**src/rtl/apb_rr_master.sv**
```systemverilog
// Round-robin APB master: shares one APB slave port among NUM_REQ requesters,
// sequencing SETUP/ACCESS and aborting ACCESS on a wait-state timeout.
module apb_rr_master #(
  parameter int NUM_REQ = 2,
  parameter int ADDR_W  = 32,
  parameter int DATA_W  = 32,
  parameter int TIMEOUT = 16
) (
  input  logic                      P_clk,
  input  logic                      P_rst,
  input  logic [NUM_REQ-1:0]        req_valid,
  output logic [NUM_REQ-1:0]        req_ready,
  input  logic [NUM_REQ*ADDR_W-1:0] req_addr,
  input  logic [NUM_REQ-1:0]        req_write,
  input  logic [NUM_REQ*DATA_W-1:0] req_wdata,
  output logic [NUM_REQ-1:0]        rsp_valid,
  output logic [DATA_W-1:0]         rsp_rdata,
  output logic                      rsp_err,
  output logic [ADDR_W-1:0]         P_addr,
  output logic                      P_selx,
  output logic                      P_enable,
  output logic                      P_write,
  output logic [DATA_W-1:0]         P_wdata,
  input  logic                      P_ready,
  input  logic                      P_slverr,
  input  logic [DATA_W-1:0]         P_rdata
);

  localparam int IDX_W = (NUM_REQ > 1) ? $clog2(NUM_REQ) : 1;
  localparam int CNT_W = (TIMEOUT > 1) ? $clog2(TIMEOUT) : 1;
  localparam logic [CNT_W-1:0] CNT_LAST = CNT_W'(TIMEOUT - 1);

  typedef enum logic [1:0] {S_IDLE, S_SETUP, S_ACCESS} state_t;

  state_t               state_q, state_d;
  logic [IDX_W-1:0]     ptr_q, ptr_d;
  logic [IDX_W-1:0]     gnt_q, gnt_d;
  logic [CNT_W-1:0]     cnt_q, cnt_d;
  logic [ADDR_W-1:0]    p_addr_q, p_addr_d;
  logic [DATA_W-1:0]    p_wdata_q, p_wdata_d;
  logic                 p_write_q, p_write_d;
  logic                 p_selx_q, p_selx_d;
  logic                 p_enable_q, p_enable_d;
  logic [NUM_REQ-1:0]   rsp_valid_q, rsp_valid_d;
  logic [DATA_W-1:0]    rsp_rdata_q, rsp_rdata_d;
  logic                 rsp_err_q, rsp_err_d;

  logic                 gnt_found;
  logic [IDX_W-1:0]     gnt_idx;
  logic                 timeout_hit;

  // Rotating-priority search: first asserted requester at or after ptr, with wrap.
  always_comb begin
    gnt_found = 1'b0;
    gnt_idx   = '0;
    for (int k = 0; k < NUM_REQ; k++) begin
      automatic int idx = (int'(ptr_q) + k) % NUM_REQ;
      if (!gnt_found && req_valid[idx]) begin
        gnt_found = 1'b1;
        gnt_idx   = IDX_W'(idx);
      end
    end
  end

  always_comb begin
    req_ready = '0;
    if (state_q == S_IDLE && gnt_found) req_ready = NUM_REQ'(1) << gnt_idx;
  end

  assign timeout_hit = (TIMEOUT != 0) && (cnt_q == CNT_LAST);

  always_ff @(posedge P_clk or posedge P_rst) begin
    if (P_rst) state_q <= S_IDLE;
    else       state_q <= state_d;
  end

  always_comb begin
    state_d = state_q;
    case (state_q)
      S_IDLE:   if (gnt_found) state_d = S_SETUP;
      S_SETUP:  state_d = S_ACCESS;
      S_ACCESS: if (P_ready || timeout_hit) state_d = S_IDLE;
      default:  state_d = S_IDLE;
    endcase
  end

  always_comb begin
    ptr_d       = ptr_q;
    gnt_d       = gnt_q;
    cnt_d       = cnt_q;
    p_addr_d    = p_addr_q;
    p_wdata_d   = p_wdata_q;
    p_write_d   = p_write_q;
    p_selx_d    = p_selx_q;
    p_enable_d  = p_enable_q;
    rsp_valid_d = '0;
    rsp_rdata_d = rsp_rdata_q;
    rsp_err_d   = rsp_err_q;
    case (state_q)
      S_IDLE: begin
        if (gnt_found) begin
          p_addr_d   = req_addr[gnt_idx*ADDR_W +: ADDR_W];
          p_wdata_d  = req_wdata[gnt_idx*DATA_W +: DATA_W];
          p_write_d  = req_write[gnt_idx];
          p_selx_d   = 1'b1;
          p_enable_d = 1'b0;
          gnt_d      = gnt_idx;
          ptr_d      = IDX_W'((int'(gnt_idx) + 1) % NUM_REQ);
          cnt_d      = '0;
        end
      end
      S_SETUP: p_enable_d = 1'b1;
      S_ACCESS: begin
        if (P_ready) begin
          p_selx_d    = 1'b0;
          p_enable_d  = 1'b0;
          rsp_valid_d = NUM_REQ'(1) << gnt_q;
          rsp_err_d   = P_slverr;
          rsp_rdata_d = p_write_q ? '0 : P_rdata;
          cnt_d       = '0;
        end else if (timeout_hit) begin
          p_selx_d    = 1'b0;
          p_enable_d  = 1'b0;
          rsp_valid_d = NUM_REQ'(1) << gnt_q;
          rsp_err_d   = 1'b1;
          rsp_rdata_d = '0;
          cnt_d       = '0;
        end else begin
          cnt_d = cnt_q + 1'b1;
        end
      end
      default: ;
    endcase
  end

  always_ff @(posedge P_clk or posedge P_rst) begin
    if (P_rst) begin
      ptr_q       <= '0;
      gnt_q       <= '0;
      cnt_q       <= '0;
      p_addr_q    <= '0;
      p_wdata_q   <= '0;
      p_write_q   <= 1'b0;
      p_selx_q    <= 1'b0;
      p_enable_q  <= 1'b0;
      rsp_valid_q <= '0;
      rsp_rdata_q <= '0;
      rsp_err_q   <= 1'b0;
    end else begin
      ptr_q       <= ptr_d;
      gnt_q       <= gnt_d;
      cnt_q       <= cnt_d;
      p_addr_q    <= p_addr_d;
      p_wdata_q   <= p_wdata_d;
      p_write_q   <= p_write_d;
      p_selx_q    <= p_selx_d;
      p_enable_q  <= p_enable_d;
      rsp_valid_q <= rsp_valid_d;
      rsp_rdata_q <= rsp_rdata_d;
      rsp_err_q   <= rsp_err_d;
    end
  end

  assign P_addr    = p_addr_q;
  assign P_wdata   = p_wdata_q;
  assign P_write   = p_write_q;
  assign P_selx    = p_selx_q;
  assign P_enable  = p_enable_q;
  assign rsp_valid = rsp_valid_q;
  assign rsp_rdata = rsp_rdata_q;
  assign rsp_err   = rsp_err_q;

endmodule
```
**config.mk**
```make
export PLATFORM = sky130hd
export DESIGN_NAME = apb_rr_master
export DESIGN_NICKNAME = d
export VERILOG_FILES = /design/src/rtl/apb_rr_master.sv
export SDC_FILE = /design/constraint.sdc
export NUM_CORES = 1
export LEC_CHECK = 0
export ABC_AREA = 1
export CAP_MARGIN = 20
export CORE_AREA = 4 4 103 105
export DETAILED_ROUTE_END_ITERATION = 6
export DIE_AREA = 0 0 107 109
export DONT_BUFFER_PORTS = 1
export PLACE_DENSITY_LB_ADDON = 0.2
export SYNTH_ARGS = -nofsm -noshare
export SYNTH_HDL_FRONTEND = slang
export SYNTH_SLANG_ARGS = --single-unit
```
**constraint.sdc**
```tcl
create_clock -name P_clk -period 3.2 [get_ports P_clk]
set_input_delay 0.16 -clock P_clk [delete_from_list [all_inputs] [get_ports P_clk]]
set_output_delay 0.16 -clock P_clk [all_outputs]
set_load 0.02 [all_outputs]
```
==> results of run 1 <==
through the flow:
stage | utilization | std cells | hold slack [ns] | setup slack, ns
3_5_place_dp | 0.4879 | 659 | 0.2745 | 1.120
3_3_place_gp | 0.4879 | 659 | 0.2576 | 1.141
2_1_floorplan | - | 552 | 0.2558 | 0.1377
logic make-up after synthesis:
family,Yosys count,share of synthesized area
AO/OA/AOI/OAI,40,0.04478
XOR/XNOR,1,0.001889
AND/OR/NAND/NOR,356,0.3100
buffers and inverters,44,0.04720
adder cells (fa/ha/maj),1,0.002697
flip-flops,110,0.5935
synth_stat cells (all sizes together) (2+ instances only):
library cell | n | area (µm²)
inv | 12 | 45.04
o21ai | 35 | 175.2
a21oi | 2 | 10.01
buf | 20 | 128.9
clkbuf | 12 | 45.04
dfrtp | 110 | 2753
nand2 | 273 | 1025
nor2 | 11 | 51.30
nand3 | 71 | 355.3
o21bai | 2 | 15.01
==> summary by stage, run 1 <==
Die
The starting utilization of the core area is 0.4812. The cell row count is 36. ~270 I/O pins were placed. The chip height is 109 µm. From left edge to right edge, the die measures around 110 µm.

Clock tree
Buffers added to address setup during post-CTS repair amount to 0. The deepest clock path buffer count is 2. The depth of the CTS H-tree is 3. Counting every sink on the clock net gives 110. The number of cells upsized or downsized after cts is 0.

In this run, CTS created clock tree buffers numbering 9. After clock tree synthesis, the flow added hold-fix buffers numbering approximately 140. The cell at the root of the clock tree is clkbuf_8.

Status
The tool reported: "[ERROR RSZ-0060] Max buffer count reached". The step where the flow halted is clock tree synthesis (4_1_cts). The flow did not finish.

Synthesis
Yosys printed 0 warnings. The synthesized design contains 110 register bits. For this run, asynchronously set or reset flops after synthesis account for 1.000. The net count after synthesis is 721. The prevailing post-synth register cell is dfrtp_1.

The synthesized netlist contains 19 unique library cells. The number of synthesized flops with an enable pin is 0. Of the synthesized area, sequential elements account for 0.5935. The synthesized area divided by synthesized cell count is 8.403 µm². After technology mapping, the gate count stands at between 500 and 600. Summing every instance area after synthesis gives 4638 µm².

Placement
Input and output buffers added on the ports amount to 0. Summed over all nets, the half-perimeter wirelength after detailed placement is between 8000 and 9000 µm. The post-place instance area is roughly 4700 µm². The congestion estimate from routability-driven global placement came to 0.7835.
==> inputs of run 2 (changes only) <==
--- a/config.mk
+++ b/config.mk
@@ -7,11 +7,11 @@
 export LEC_CHECK = 0
 export ABC_AREA = 1
 export CAP_MARGIN = 20
-export CORE_AREA = 4 4 103 105
+export CORE_MARGIN = 4
+export CORE_UTILIZATION = 40
 export DETAILED_ROUTE_END_ITERATION = 6
-export DIE_AREA = 0 0 107 109
 export DONT_BUFFER_PORTS = 1
-export PLACE_DENSITY_LB_ADDON = 0.2
+export PLACE_DENSITY_LB_ADDON = 0.15
 export SYNTH_ARGS = -nofsm -noshare
 export SYNTH_HDL_FRONTEND = slang
 export SYNTH_SLANG_ARGS = --single-unit
==> constraint.sdc (replaced) <==
create_clock -name P_clk -period 4.2 [get_ports P_clk]
set_input_delay 0.21 -clock P_clk [delete_from_list [all_inputs] [get_ports P_clk]]
set_output_delay 0.21 -clock P_clk [all_outputs]
set_load 0.02 [all_outputs]
==> run 2 against run 1 <==
The flow now finishes without violations. Area after synthesis unchanged. Synthesized cell count unchanged.
==> summary by stage, run 2 <==
Clock tree
TritonCTS built the clock tree. In this run the post-CTS setup repair buffer count came out at 0. The root buffer cell chosen for the clock tree is clkbuf_16. The clock network latency to the later pin of the worst-skew pair is 0.34 ns. The number of buffers added by the clock tree synthesis step is 9.

The number of cells upsized or downsized after cts is 0. The clock transition at the registers of the reported paths is approximately 0.07 ns. The depth of the CTS H-tree is 3.

The count of clock tree sinks is 110. No sink is reached through more buffers than the 2 on the longest clock path.

Cells and area
For this run, the share of the core covered by cells in the final layout is 0.5443. 0 antenna diodes ended up in the layout. The post-route cell area is just over 6000 µm². The post-layout net count is about 830.

In the final layout, the share of cells above drive strength 1 is 0.04079. In the layout the commonest cells are 271 x nand2_1, 120 x dlygate4sd3_1, 110 x dfrtp_1, 71 x nand3_1, 35 x o21ai_0. The final cell count without fillers is 805. The area growth from synthesis to layout is 33.42%.

The library cell used most frequently in the layout, excluding fill and tap cells, is nand2_1.

Die
The horizontal extent of the die is 115.7 µm. The area enclosed by the die boundary is about 13,000 µm². The initial utilization of the core area, before any placement, comes to 0.4079. The cell row count is 39. The die is about 120 µm tall. During I/O placement, the number of pins put on the boundary was approximately 270.

The area of the placeable core is roughly 11,000 µm².

Synthesis
The number of warning messages in the yosys log is 0. The biggest area contributor in the post-synthesis netlist is dfrtp_1. By count the netlist is led by 273 x nand2_1, 110 x dfrtp_1, 71 x nand3_1, 35 x o21ai_0, 13 x buf_2. Of the synthesized area, sequential elements account for 0.5935.

The prevailing post-synth register cell is dfrtp_1. The number of synthesized flops with an enable pin is 0. Yosys instantiated no cell more often than nand2_1.

The area share of the largest cell type after synthesis is 0.5935. After synthesis, the share of flip-flops with an asynchronous set or reset is 1.000. Counting flops and latches in the post-synthesis netlist gives 110. After synthesis, the cell types taking the most area are dfrtp_1 59%, nand2_1 22%, nand3_1 7.7%. Each instance of the synthesized netlist takes up on average 8.403 µm². The number of standard cells after synthesis is ~550. The summed instance area of the synthesized netlist is around 4600 µm². The number of nets in the synthesized netlist is 721. The unique cell type count in the Yosys netlist is 19.

Critical path
Setup slack on the worst reg-to-reg path comes out at 1.20 ns. The critical path in this run is classified as flop to flop. STA puts the critical path data arrival time at between 3 and 4 ns. Counting cells, the worst reg-to-reg path comes to 7. The most critical setup path has its startpoint at state_q[0]$_DFFE_PP0P_. The critical path launch point type is a flop. Walking the worst path, the cells encountered are nor2_1, nand2_2, nor2_4, buf_4, nand2_1, nand3_1, dlygate4sd3_1. The timing endpoint of the critical path is P_wdata[3]$_DFFE_PP0P_. The peak per-stage delay on the critical path is 0.82 ns. The endpoint type of the worst setup path is a flop. The slowest stage cell on the critical path is nor2_4. In this run the critical register-to-register path is launched from state_q[0]$_DFFE_PP0P_. For the worst setup path, the data required time is around 4.5 ns. The worst register-to-register path ends at P_wdata[3]$_DFFE_PP0P_. Along the worst path, the maximum fanout reaches 38.

Global routing
In the global route stage, overall resource usage came out at 0.2063. The wire length of the first global-routing pass is 21,380 µm. The met1 usage in global routing is 0.2275. The largest net degree at the start of global routing is slightly below 80.

The number of antenna violations at the first check in global routing was 0. The met3 track demand over resource is 0.06371. The total overflow left after global routing is 0. The number of global-route vias before repair came to 4,294. For this run, global-route usage on met2 was measured as 0.3426. met2 is the most crowded layer.

STA
The total negative slack for setup checks is 0 ns. The max-slew violation count is 0. The clock arrives with about 0.0054 ns of skew. The number of failing hold endpoints at the final stage was 0. Of the available clock period, the critical path in the final layout requires 0.7153.

The maximum frequency from static timing analysis is approximately 0.33 GHz. The time the worst path needs with I/O delays and setup is 3.004 ns. The final worst setup slack is 1.196 ns. The worst slew slack as a fraction of its limit is 0.3694.

The transition time at the pin with the least slew margin is 0.9459 ns. Setup violations remaining at the end of the flow were counted as 0. Setup repair after global routing left no endpoint under its margin.

Placement
In this run the tool buffered the top-level ports with 0 buffer cells. Timing analysis after detailed placement gives a worst setup slack of roughly 1.8 ns. The detailed-placement wirelength estimate is around 9100 µm. The congestion estimate from routability-driven global placement came to around 0.78.

Including well taps, the total number of placed cells is between 600 and 700. Once placement finished, the instance area stood at roughly 4700 µm².

Route
The total routed wirelength is 14,120 µm. The number of remaining DRC errors is 0. The detailed router placed about 4,200 vias in this run. The detail route stage leaves a number of antenna-violating nets equal to 0. The wire length per cell after detailed routing is roughly 18 µm.

The routed via count divided by cell count is approximately 5.2. The first detailed-routing pass ran for 4 iterations. The number of violations reported at the end of detailed-routing iteration 0 is between 150 and 200.

Power
The maximum VDD drop is about 420 µV. Summed over all cells, the static leakage comes to 2.934 nW. The total power divided by cell area is around 770 nW/µm².

Run
The tool flagged a number of max-cap violations equal to 0.

Status
The run finished with clean final reports.

Hold path
The min-delay analysis places its worst path in the category input port to flop.
## run 2: critical path, delay by kind of cell (launching register included)
| family | cells | cell delay [ns] |
|---|---|---|
| simple gates | 5 | 1.51 |
| buf+inv | 2 | 0.99 |
| flops | 1 | 0.41 |
## run 2: how the worst min path moves through the flow
stage,cells past startpoint,to,startpoint,slack (ns)
3_5_place_dp,1,cnt_q[2]$_DFFE_PP0P_,P_ready,0.32
6_report,2,P_addr[6]$_DFFE_PP0P_,req_addr[6],0.02
3_3_place_gp,1,cnt_q[2]$_DFFE_PP0P_,P_ready,0.31
5_1_grt,2,P_addr[6]$_DFFE_PP0P_,req_addr[6],0.006
4_1_cts,2,P_addr[6]$_DFFE_PP0P_,req_addr[6],0.0004
2_1_floorplan,1,cnt_q[2]$_DFFE_PP0P_,P_ready,0.31
## run 2: layer usage
layer | share of wire | up-vias
met5 | 0 | -
li1 | - | 1951
met1 | 0.35 | 1970
met4 | 0.054 | 0
met2 | 0.49 | 242
met3 | 0.11 | 55
## run 2: cells by family after synthesis
family / Yosys count / share of synthesized area
simple gates: 356 / 0.3100
xor+xnor: 1 / 0.001889
fa+ha+maj: 1 / 0.002697
compound gates: 40 / 0.04478
buf+inv: 44 / 0.04720
flops: 110 / 0.5935
## run 2: final cells by class
type	count	area (µm²)
fillers	1025	5181
clock buffers	10	229.0
clock inverters	5	27.53
multi-input cells	398	1679
inverters	12	47.55
repair buffers	127	1274
flip-flops and latches	110	2753
well taps	143	178.9
## run 2: metrics by stage
| stage | power (mW) | hold slack, ns |
|---|---|---|
| after floorplan | 3.162 | 0.3058 |
| after CTS | 4.751 | 0.0003802 |
| final | 4.760 | 0.01621 |
| after global placement | 3.430 | 0.3082 |
| after global routing | 5.081 | 0.006227 |
| after detailed placement | 3.479 | 0.3204 |
## run 2: where the power goes
part	total (mW)	switching, mW	leakage, nW	internal (mW)
Combinational	1.55	0.765	1.41	0.788
Clock	0.765	0.370	0.128	0.395
Sequential	2.44	0.920	1.40	1.52
## run 2: what timing repair did
action                                  in CTS  in global routing
hold buffers                               120                  0
endpoints found under the hold margin      102                  0
endpoints found under the setup margin       0                  0
No activity file was read; power rests on OpenSTA's default activity.
